## src/rtl/jk_cmd_pkg.sv

```systemverilog
// Shared types for the jklatch command driver: command encoding, FSM states and the
// shadow-q next-state function used by both the RTL and its bench model.
package jk_cmd_pkg;

    localparam int unsigned JK_W = 2;

    typedef enum logic [1:0] {
        JK_HOLD = 2'b00,
        JK_RST  = 2'b01,
        JK_SET  = 2'b10,
        JK_TGL  = 2'b11
    } jk_cmd_e;

    typedef enum logic [1:0] {
        S_IDLE,
        S_DRIVE,
        S_GUARD
    } state_e;

    typedef struct packed {
        logic vld;
        logic q;
    } shadow_t;

    // Toggle from an unknown latch state leaves it unknown.
    function automatic shadow_t jk_next(input shadow_t cur, input jk_cmd_e cmd);
        shadow_t nxt;
        nxt = cur;
        case (cmd)
            JK_HOLD: nxt = cur;
            JK_RST:  nxt = '{vld: 1'b1, q: 1'b0};
            JK_SET:  nxt = '{vld: 1'b1, q: 1'b1};
            JK_TGL:  nxt.q = cur.vld ? ~cur.q : cur.q;
            default: nxt = cur;
        endcase
        return nxt;
    endfunction

endpackage

```

## src/rtl/jk_cmd_fifo.sv

```systemverilog
// DEPTH x WIDTH synchronous FIFO with occupancy count; head is visible on rdata
// whenever the FIFO is non-empty.
module jk_cmd_fifo
    import jk_cmd_pkg::*;
#(
    parameter int unsigned DEPTH = 4,
    parameter int unsigned WIDTH = JK_W
) (
    input  logic                   clk,
    input  logic                   rst,
    input  logic                   push,
    input  logic [WIDTH-1:0]       wdata,
    input  logic                   pop,
    output logic [WIDTH-1:0]       rdata,
    output logic                   full,
    output logic                   empty,
    output logic [$clog2(DEPTH):0] cnt
);

    localparam int unsigned AW = $clog2(DEPTH);

    logic [WIDTH-1:0] mem_q [DEPTH];
    logic [AW-1:0]    wr_ptr_q;
    logic [AW-1:0]    rd_ptr_q;
    logic [AW:0]      cnt_q;
    logic             do_push;
    logic             do_pop;

    assign full    = (cnt_q == (AW+1)'(DEPTH));
    assign empty   = (cnt_q == '0);
    assign do_push = push && !full;
    assign do_pop  = pop && !empty;
    assign rdata   = mem_q[rd_ptr_q];
    assign cnt     = cnt_q;

    // Pointers wrap naturally because DEPTH is a power of two.
    always_ff @(posedge clk or posedge rst) begin
        if (rst) begin
            wr_ptr_q <= '0;
            rd_ptr_q <= '0;
            cnt_q    <= '0;
        end else begin
            if (do_push) begin
                wr_ptr_q <= wr_ptr_q + 1'b1;
            end
            if (do_pop) begin
                rd_ptr_q <= rd_ptr_q + 1'b1;
            end
            if (do_push && !do_pop) begin
                cnt_q <= cnt_q + 1'b1;
            end else if (do_pop && !do_push) begin
                cnt_q <= cnt_q - 1'b1;
            end
        end
    end

    always_ff @(posedge clk) begin
        if (do_push) begin
            mem_q[wr_ptr_q] <= wdata;
        end
    end

endmodule

```

## src/rtl/jk_cmd_driver.sv

```systemverilog
// Command driver for the jklatch: queues {j,k} commands, drives each for a programmed hold
// with a 00 guard cycle, and tracks expected q. Define JK_SHADOW_CHECK_EN for the q_in check.
module jk_cmd_driver
    import jk_cmd_pkg::*;
#(
    parameter int unsigned DEPTH  = 4,
    parameter int unsigned HOLD_W = 4
) (
    input  logic                   clk,
    input  logic                   rst,
    input  logic                   cmd_valid,
    output logic                   cmd_ready,
    input  logic [1:0]             cmd,
    input  logic [HOLD_W-1:0]      cfg_hold,
    output logic                   j,
    output logic                   k,
    output logic                   busy,
    output logic [$clog2(DEPTH):0] fifo_cnt,
    output logic                   shadow_q,
    output logic                   shadow_vld
`ifdef JK_SHADOW_CHECK_EN
    ,
    input  logic                   q_in,
    output logic                   mismatch
`endif
);

    state_e            state_q, state_d;
    jk_cmd_e           cmd_q, cmd_d;
    logic [HOLD_W-1:0] hold_q, hold_d;
    logic [HOLD_W-1:0] issue_hold;
    shadow_t           shd_q, shd_d;
    logic [JK_W-1:0]   jk_q, jk_d;

    logic              fifo_push;
    logic              fifo_pop;
    logic              fifo_full;
    logic              fifo_empty;
    logic [JK_W-1:0]   fifo_rdata;

    assign cmd_ready = !fifo_full;
    assign fifo_push = cmd_valid && !fifo_full;

    jk_cmd_fifo #(
        .DEPTH (DEPTH),
        .WIDTH (JK_W)
    ) u_fifo (
        .clk   (clk),
        .rst   (rst),
        .push  (fifo_push),
        .wdata (cmd),
        .pop   (fifo_pop),
        .rdata (fifo_rdata),
        .full  (fifo_full),
        .empty (fifo_empty),
        .cnt   (fifo_cnt)
    );

    // Toggle is limited to a single cycle so the transparent latch cannot oscillate for long.
    always_comb begin
        if (jk_cmd_e'(fifo_rdata) == JK_TGL || cfg_hold == '0) begin
            issue_hold = HOLD_W'(1);
        end else begin
            issue_hold = cfg_hold;
        end
    end

    always_comb begin
        state_d  = state_q;
        cmd_d    = cmd_q;
        hold_d   = hold_q;
        shd_d    = shd_q;
        fifo_pop = 1'b0;
        unique case (state_q)
            S_IDLE, S_GUARD: begin
                if (!fifo_empty) begin
                    fifo_pop = 1'b1;
                    state_d  = S_DRIVE;
                    cmd_d    = jk_cmd_e'(fifo_rdata);
                    hold_d   = issue_hold;
                end else begin
                    state_d = S_IDLE;
                end
            end
            S_DRIVE: begin
                if (hold_q <= HOLD_W'(1)) begin
                    state_d = S_GUARD;
                    shd_d   = jk_next(shd_q, cmd_q);
                end else begin
                    hold_d = hold_q - 1'b1;
                end
            end
            default: state_d = S_IDLE;
        endcase
    end

    // Pins are registered off the current state, so they trail the FSM by one cycle.
    assign jk_d = (state_q == S_DRIVE) ? cmd_q : JK_HOLD;

    always_ff @(posedge clk or posedge rst) begin
        if (rst) begin
            state_q <= S_IDLE;
            cmd_q   <= JK_HOLD;
            hold_q  <= '0;
            shd_q   <= '0;
            jk_q    <= '0;
        end else begin
            state_q <= state_d;
            cmd_q   <= cmd_d;
            hold_q  <= hold_d;
            shd_q   <= shd_d;
            jk_q    <= jk_d;
        end
    end

    assign j          = jk_q[1];
    assign k          = jk_q[0];
    assign shadow_q   = shd_q.q;
    assign shadow_vld = shd_q.vld;
    assign busy       = (state_q != S_IDLE) || !fifo_empty;

`ifdef JK_SHADOW_CHECK_EN
    logic mismatch_q;

    // Compare in the guard cycle, after the shadow has taken the command's effect.
    always_ff @(posedge clk or posedge rst) begin
        if (rst) begin
            mismatch_q <= 1'b0;
        end else if (state_q == S_GUARD && shd_q.vld && (q_in != shd_q.q)) begin
            mismatch_q <= 1'b1;
        end
    end

    assign mismatch = mismatch_q;
`endif

endmodule

```

## config.mk

```make
export PLATFORM = sky130hd
export DESIGN_NAME = jk_cmd_driver
export DESIGN_NICKNAME = d
export VERILOG_FILES = /design/src/rtl/jk_cmd_pkg.sv /design/src/rtl/jk_cmd_fifo.sv /design/src/rtl/jk_cmd_driver.sv
export SDC_FILE = /design/constraint.sdc
export NUM_CORES = 1
export LEC_CHECK = 0
export CELL_PAD_IN_SITES_DETAIL_PLACEMENT = 0
export CELL_PAD_IN_SITES_GLOBAL_PLACEMENT = 1
export CORE_ASPECT_RATIO = 1.4
export CORE_MARGIN = 2
export CORE_UTILIZATION = 35
export DETAILED_ROUTE_END_ITERATION = 16
export GPL_TIMING_DRIVEN = 0
export HOLD_SLACK_MARGIN = 0.12
export PLACE_DENSITY_LB_ADDON = 0.1
export SETUP_SLACK_MARGIN = 0.3
export SYNTH_ARGS = -nofsm -noshare
export SYNTH_HDL_FRONTEND = slang
export SYNTH_HIERARCHICAL = 1
export SYNTH_SLANG_ARGS = --single-unit
```

## constraint.sdc

```tcl
create_clock -name clk -period 2.9 [get_ports clk]
set_clock_uncertainty 0.05 [all_clocks]
set_input_delay 0.435 -clock clk [delete_from_list [all_inputs] [get_ports clk]]
set_output_delay 0.435 -clock clk [all_outputs]
set_load 0.01 [all_outputs]
```

=== Yosys cells after proc, flatten, opt, wreduce, memory -nomap -nowiden ===
Memory sizes are Yosys's and may differ from the RTL's.
Cells that the tools add are included.

* Register bits: 19
* Input bits: 9
* Bits in writable memories: 8
* Memories kept: 1

{| class="wikitable"
|+ Memories
! memory !! depth !! width !! read ports !! clocked after Yosys merged registers in !! write ports !! RTL line !! source
|-
| u_fifo.mem_q || 4 || 2 || 1 || 0 || 1 || jk_cmd_fifo.sv:22 || <nowiki>logic [WIDTH-1:0] mem_q [DEPTH];</nowiki>
|}

* $lt $le $gt $ge: 1
* Bitwise gates (word level): 3
* $add $sub $neg: 5
* Multiplexer cells: 16
* Reduce and logical (&&, ||, !) cells: 24
* Equal/unequal tests: 11

{| class="wikitable"
|+ Operator list
! cell !! count
|-
| $mux 4 || 3
|-
| $eq 2x2->1 const B || 4
|-
| $ne 2x2->1 const B || 4
|-
| $pmux 4 s2 || 1
|-
| $mux 1 || 6
|-
| $mux 3 || 2
|-
| $reduce_and 3->1 || 2
|-
| $reduce_bool 2->1 || 3
|-
| $logic_and 1x1->1 || 5
|-
| $add 2x1->2 const B || 2
|-
| $eq 2x1->1 const B || 2
|-
| $le 4x1->1 const B || 1
|-
| $logic_not 1->1 || 4
|-
| $logic_not 2->1 || 2
|-
| $logic_not 4->1 || 1
|-
| $mux 2 || 2
|-
| $pmux 2 s2 || 1
|-
| $reduce_and 4->1 || 1
|-
| $reduce_or 2->1 || 2
|-
| $sub 4x1->4 const B || 1
|-
| $add 3x1->3 const B || 1
|-
| $eq 3x3->1 const B || 1
|-
| $logic_not 3->1 || 1
|-
| $not 1->1 || 3
|-
| other kinds (4) || 5
|}

=== Longest topological paths before layout ===
Gate-level depths: netlist (run 1).

* Depth after elaboration: 8
* Depth in mapped cells: 11
* Mapped depth without buffers: 10

=== By module ===
The synthesis (run 1) kept the hierarchy.

{| class="wikitable"
|+ By module, submodules not included
! module !! seq. area each (µm²) !! times used !! cells an instance !! area each (µm²)
|-
| jk_cmd_fifo || 415.4 || 1 || 47 || 714.4
|-
| jk_cmd_driver || 300.3 || 1 || 62 || 654.4
|}

=== Worst setup path after synthesis (run 1) ===
No wires, ideal clock.

* Path kind: register to register
* Start: reg u_fifo.cnt_q[0] (netlist: u_fifo/cnt[0])
* End: reg u_fifo.cnt_q[2] (netlist: u_fifo/cnt[2])
* Path slack: 0.554 ns
* Buffers on the path: 1
* Library setup time: 0.079 ns
* Stages on the path, launching flop included: 12
* Arrival: 2.217 ns
* Clock period less this slack: 2.346 ns
* Data required time: 2.771 ns
* Cell sequence: dfrtp_1 or3_1 inv_1 nor2_1 buf_4 nand2_1 ha_1 inv_1 fa_1 xor2_1 nor2_1 xor2_1

* Cells in the longest elaborated chain, start to end: 7
* Elaborated cells between the ends (all ways): 18
* Classes of those cells: add/sub (2); eq/ne (1); mux (4); reduce/logical (11)

{| class="wikitable"
|+ Ends and longest elaborated chain
! what !! RTL line !! source
|-
| start, declared || jk_cmd_fifo.sv:25 || <nowiki>logic [AW:0] cnt_q;</nowiki>
|-
| start signal, assigned || jk_cmd_fifo.sv:50 || <nowiki>cnt_q <= cnt_q + 1'b1;</nowiki>
|-
| start signal, assigned || jk_cmd_fifo.sv:52 || <nowiki>cnt_q <= cnt_q - 1'b1;</nowiki>
|-
| $logic_not 3->1 * || jk_cmd_fifo.sv:30 || <nowiki>assign empty = (cnt_q == '0);</nowiki>
|-
| named net fifo_empty || jk_cmd_driver.sv:38 || <nowiki>logic fifo_empty;</nowiki>
|-
| $mux 1 * || jk_cmd_driver.sv:76 || <nowiki>if (!fifo_empty) begin</nowiki>
|-
| $mux 1 * || jk_cmd_driver.sv:74 || <nowiki>unique case (state_q)</nowiki>
|-
| named net fifo_pop || jk_cmd_driver.sv:36 || <nowiki>logic fifo_pop;</nowiki>
|-
| $logic_and 1x1->1 * || jk_cmd_fifo.sv:32 || <nowiki>assign do_pop = pop && !empty;</nowiki>
|-
| $logic_not 1->1 || jk_cmd_fifo.sv:49 || <nowiki>if (do_push && !do_pop) begin</nowiki>
|-
| $logic_and 1x1->1 || jk_cmd_fifo.sv:49 ||
|-
| $mux 3 or $reduce_bool 2->1 (tied branches) || n/a ||
|}

The timed path passes the listed nets; every way through them passes the cells marked *. The select of a mux whose other input is x is not followed.
A chain may end at the register's enable or synchronous reset.

=== Worst setup path after layout (run 1) ===
Ends and elaborated chain as after synthesis.

==> out/results.txt, run 1 <==
status - finished, final reports clean
Synth area leaders - dfrtp_1 (35%), edfxtp_1 (18%), ha_1 (9.1%)
leading area contributor after synthesis - dfrtp_1
Synth top area share - 34.7%
iteration-0 DRC count of the detailed router - 18
Sw Ratio - 37.9%
die area - 4430 um^2
area growth from synthesis to layout - 21.3%
GRT Total Usage - 11.8%
R2R cell count - 11
fin crit period - 2.44 ns
largest net degree at the start of global routing - 17
# hold bufs at CTS - 0
fin cells - 174
r2r setup slk - 0.46 ns
DRC errors left - 0
sequential fraction of the synthesis area - 52.3%
Placeable Area - 3710 um^2
fin nets - 153
layout cells sized above 1 - 16.7%
critical path arrival - 2.60 ns
# fillers - 359
CP required - 3.06 ns
starting density of the core - 36.9%
crit path max fanout - 11
combinational fraction of design power - 51.4%
worst hold slack - 0.359 ns
row cnt - 26
Async S/R FF share, synth - 70.4%
Root Driver - clkbuf_8
Skew-Pair Late Insertion Delay - 0.27 ns
initial antenna violation count - 0
CTS tree - yes
Max Clock Freq - 410 MHz
Worst VDD drop - 0.449 mV
Syn Inst Count - 109
Worst setup startpoint - u_fifo/cnt[0]$_DFFE_PP0P_
reg-to-reg endpoint - u_fifo/cnt[2]$_DFFE_PP0P_
final setup TNS - 0 ns
routed vias/inst - 4.95
Boundary Pins - 18
most common cell after layout, fill and taps aside - dfrtp_1
gpl congestion - 0.812
Pwr Density - 1120 nW/um^2
Final Hold Violating Endpoints - 0
most frequent cells in the layout - dfrtp_1 (18), clkdlybuf4s50_1 (16), inv_1 (14)
remaining global-route overflow - 0
Antenna Cells - 0
Rel. slew slack - 67.9%
die height - 78.0 um
vias in the first global route - 924
net switching power - 0.705 mW
Netlist cell types - 39
synthesized area - 1370 um^2
synth warn - 6
clock share of power - 11.8%
ANT nets after route - 0
CTS Buf Count - 3
RSZ-0062 raised after global routing - no
syn_nets - 129
EDFF count, synth - 8
syn avg cell area - 12.6 um^2
port bufs - 17
CP startpoint kind - flop
worst-margin pin slew - 0.481 ns
Final WS setup - 0.459 ns
critical register-to-register path startpoint - u_fifo/cnt[0]$_DFFE_PP0P_
first-pass GRT wire length - 4.02 mm
Die Width - 56.9 um
Setup Viol. Count Final - 0
WS Path Type - flop to flop
Pint - 1.16 mW
Pre-antenna DRT Iters - 4
drt total wl - 2.24 mm
Lkg Pwr - 0.697 nW
DP Wirelength - 1.79 mm
Worst-path clk slew - 0.09 ns
routed len/inst - 12.9 um
Placed Instances - 168
Sequential Power Share - 36.8%
pre-CTS setup slack - 0.347 ns
H-tree levels - 1
fin util - 44.8%
clock sinks - 27
#FFs+latches synth - 27
ys flop type - dfrtp_1
Tcrit/Tclk final - 84.2%
maxcap violations - 0
CP Capture Type - flop
Slew Viols, Final - 0
DR vias - 861
Longest Clk Path Bufs - 2
Hold Path Class - input port to asynchronous set/reset pin
cell type report:
class | count | area (um^2) | area share [%]
flip-flops and latches | 27 | 717 | 43.2
multi-input cells | 66 | 587 | 35.3
repair buffers | 19 | 184 | 11.1
inverters | 14 | 52.6 | 3.17
well taps | 42 | 52.6 | 3.17
clock buffers | 3 | 41.3 | 2.49
plain buffers | 2 | 18.8 | 1.13
clock inverters | 1 | 7.51 | 0.452
worst max-delay path by stage:
stage                     cells after the start  slack (ns)                   endpoint
after global placement                       11        0.38  u_fifo/cnt[2]$_DFFE_PP0P_
after global routing                         11        0.32  u_fifo/cnt[2]$_DFFE_PP0P_
after CTS                                    11        0.41  u_fifo/cnt[2]$_DFFE_PP0P_
final                                        11        0.46  u_fifo/cnt[2]$_DFFE_PP0P_
after floorplan                              11        0.55  u_fifo/cnt[2]$_DFFE_PP0P_
after detailed placement                     11        0.35  u_fifo/cnt[2]$_DFFE_PP0P_
power by group through the flow:
stage                     clock network (mW)  registers (mW)  logic (mW)
after global routing                   0.246           0.710        1.08
final                                  0.220           0.684       0.956
after CTS                              0.230           0.689       0.972
after detailed placement                   0           0.715       0.928
after global placement                     0           0.709       0.916
after floorplan                            0           0.705       0.663
what timing repair did:
item	4_1_cts	5_1_grt
setup buffers	2	0
gates resized for setup	2	2
setup endpoints to repair	1	1
hold endpoints to repair	0	0
kinds of logic after synthesis:
kind of cell    count (synthesis)  synth area share (%)
fa+ha+maj                      11                  10.6
compound gates                 15                  9.14
simple gates                   30                  13.7
mux                             4                  5.21
buf+inv                        16                  5.21
flops                          27                  52.3
xor+xnor                        6                  3.84
cells in the mapped netlist, drive strengths merged (2+ instances only):
master and n:
xnor2 4, inv 14, mux2 2, buf 2, a31oi 2, nor2 7
dfrtp 19, ha 10, edfxtp 8, nor2b 3, nand2b 2, nor4 2
xor2 2, nand2 6, and2 4, mux4 2, a32oi 2, o21ai 2
worst max-delay path, cell delays in order (launching register included):
cell and delay, ns:
dfrtp_2 0.41, or3_1 0.43, inv_1 0.11, nor2_1 0.07
buf_4 0.18, nand2_2 0.08, ha_2 0.19, inv_1 0.05
fa_1 0.37, xor2_1 0.15, nor2_1 0.13, xor2_1 0.15
flip-flops by register name, summed over array words and instances, names as in the netlist:
signal and cells:
u_fifo/rd_ptr_q 2, jk_q 2, hold_q 4, state_q 2, shadow_q 1, shadow_vld 1, cmd_q 2, u_fifo/cnt 3
u_fifo/mem_q 8, u_fifo/wr_ptr_q 2
routing by layer:
layer | GRT usage [%] | part of all wire, % | up-vias | wire length (um)
met3 | 3.00 | 4.4 | 7 | 98
met4 | 7.21 | 2.8 | 0 | 63
met5 | 0 | 0 | - | 0
met1 | 11.7 | 38 | 420 | 855
li1 | - | - | 418 | -
met2 | 21.5 | 55 | 16 | 1220
per-stage QoR:
step | power (mW) | area, um^2
2_1_floorplan | 1.37 | 1370
3_3_place_gp | 1.62 | 1590
3_5_place_dp | 1.64 | 1590
4_1_cts | 1.89 | 1660
5_1_grt | 2.04 | 1660
6_report | 1.86 | 1660
Power figures use the tool's default switching activity.
==> run 2, diff against run 1 <==
- clock period: 2.9 -> 2.1 ns (I/O delays scaled with it)
==> out/results.txt, run 2 (synthesis gave the netlist of run 1 again) <==
Pre-antenna DRT Iters - 4
Largest Register - u_fifo/mem_q
most common cell after layout, fill and taps aside - dfrtp_1
critical path arrival - 2.27 ns
status - finished, violations left
clock sinks - 27
Antenna Cells - 0
Longest Clk Path Bufs - 2
fin cells - 187
gpl congestion - 0.735
Power, Total - 2.91 mW
maxcap violations - 0
failing checks - negative setup slack
Final Hold Violating Endpoints - 0
WS Path Type - flop to flop
crit path max fanout - 2
remaining global-route overflow - 0
Hold Path Class - input port to asynchronous set/reset pin
DRC errors left - 0
# hold bufs at CTS - 0
starting density of the core - 36.9%
Skew-Pair Late Insertion Delay - 0.27 ns
Slew Viols, Final - 0
CP required - 2.22 ns
Die Width - 56.9 um
drt total wl - 2.39 mm
initial antenna violation count - 0
Sequential Power Share - 32.8%
die height - 78.0 um
final instance area - 1810 um^2
vias in the first global route - 909
Root Driver - clkbuf_8
GRT Total Usage - 11.6%
RSZ-0062 raised after global routing - yes
CP startpoint kind - flop
DR vias - 919
iteration-0 DRC count of the detailed router - 19
most frequent cells in the layout - dfrtp_1 (16), clkdlybuf4s50_1 (14), buf_4 (13)
Worst VDD drop - 0.803 mV
CTS tree - yes
Final WS setup - -0.0506 ns
Sw Ratio - 37.0%
die area - 4430 um^2
routed len/inst - 12.8 um
pre-CTS setup slack - -0.177 ns
Boundary Pins - 18
Setup Viol. Count Final - 3
Placeable Area - 3710 um^2
CP Capture Type - flop
Tcrit/Tclk final - 102%
first-pass GRT wire length - 4.04 mm
port bufs - 17
Worst-path clk slew - 0.09 ns
DP Wirelength - 1.77 mm
CTS Buf Count - 3
Pint - 1.83 mW
Rel. slew slack - 68.4%
Max Clock Freq - 465 MHz
fin nets - 166
layout cells sized above 1 - 31.0%
number of flip-flops under the largest register name - 8
clock share of power - 10.4%
Cell Area, Placed - 1630 um^2
largest net degree at the start of global routing - 17
Pwr Density - 1600 nW/um^2
combinational fraction of design power - 56.7%
routed vias/inst - 4.91
ANT nets after route - 0
row cnt - 26
fin crit period - 2.15 ns
area growth from synthesis to layout - 32.3%
Placed Instances - 168
Lkg Pwr - 0.782 nW
net switching power - 1.07 mW
worst-margin pin slew - 0.474 ns
H-tree levels - 1
run 2: cell count changes in the layout (fill, tap and decap cells not counted), sizes merged:
cell	delta
buf	+14
clkbuf	+1
clkdlybuf4s50	-2
dlygate4sd2	-1
dlymetal6s2s	+1
run 2: worst paths after layout:
path,to,cells after the start,slack (ns),startpoint
max reg2reg,u_fifo/cnt[2]$_DFFE_PP0P_,11,-0.05,u_fifo/cnt[0]$_DFFE_PP0P_
min in group clk,shadow_vld$_DFFE_PP0P_,1,0.46,shadow_vld$_DFFE_PP0P_
max in group asynchronous,cmd_q[0]$_DFFE_PP0P_,2,1.35,rst
min,u_fifo/cnt[2]$_DFFE_PP0P_,2,0.24,rst
min reg2reg,shadow_vld$_DFFE_PP0P_,1,0.46,shadow_vld$_DFFE_PP0P_
max,u_fifo/cnt[2]$_DFFE_PP0P_,11,-0.05,u_fifo/cnt[0]$_DFFE_PP0P_
run 2: area by class of cell:
type                            instances  area, um^2
Fill cell                             366        1900
Inverter                               14        55.1
Tap cell                               42        52.6
Multi-Input combinational cell         66         629
Sequential cell                        27         719
Buffer                                  2        22.5
Clock inverter                          1        7.51
Clock buffer                            3        41.3
Timing Repair Buffer                   32         283
run 2: critical path: stages (launching register included):
cell	delay, ns
dfrtp_2	0.42
or3_4	0.40
inv_4	0.08
nor2_4	0.04
buf_6	0.12
nand2_4	0.06
ha_4	0.13
inv_2	0.03
fa_2	0.33
xor2_1	0.17
nor2_1	0.07
xor2_1	0.15
run 2: power groups by stage:
stage	registers, mW	clock network, mW	logic [mW]
detailed placement	0.994	0	1.36
floorplan	0.981	0	0.989
global placement	0.986	0	1.35
finish	0.954	0.304	1.65
global route	0.988	0.334	1.81
CTS	0.956	0.316	1.60
run 2: through the flow:
stage               hold WS [ns]  utilization [%]  TNS [ns]
global placement           0.437             43.9    -0.413
CTS                        0.252             48.1   -0.0442
floorplan                 0.0683                -    -0.170
finish                     0.242             48.8   -0.0707
detailed placement         0.443             43.9    -0.414
global route               0.264             48.8    -0.254
run 2: what timing repair did:
| action | 4_1_cts | 5_1_grt |
|---|---|---|
| pin swaps | 7 | 2 |
| cloned | 0 | 0 |
| setup endpoints to repair | 4 | 13 |
| resized for setup | 11 | 5 |
| buffers inserted | 12 | 3 |
run 2: routing by layer:
layer  GRT usage [%]  vias to the layer above  wire length [um]
li1                -                      444                 -
met1            12.9                      452               933
met2            21.5                       18              1320
met3            2.17                        5                94
met4            4.19                        0                36
met5               0                        -                 0
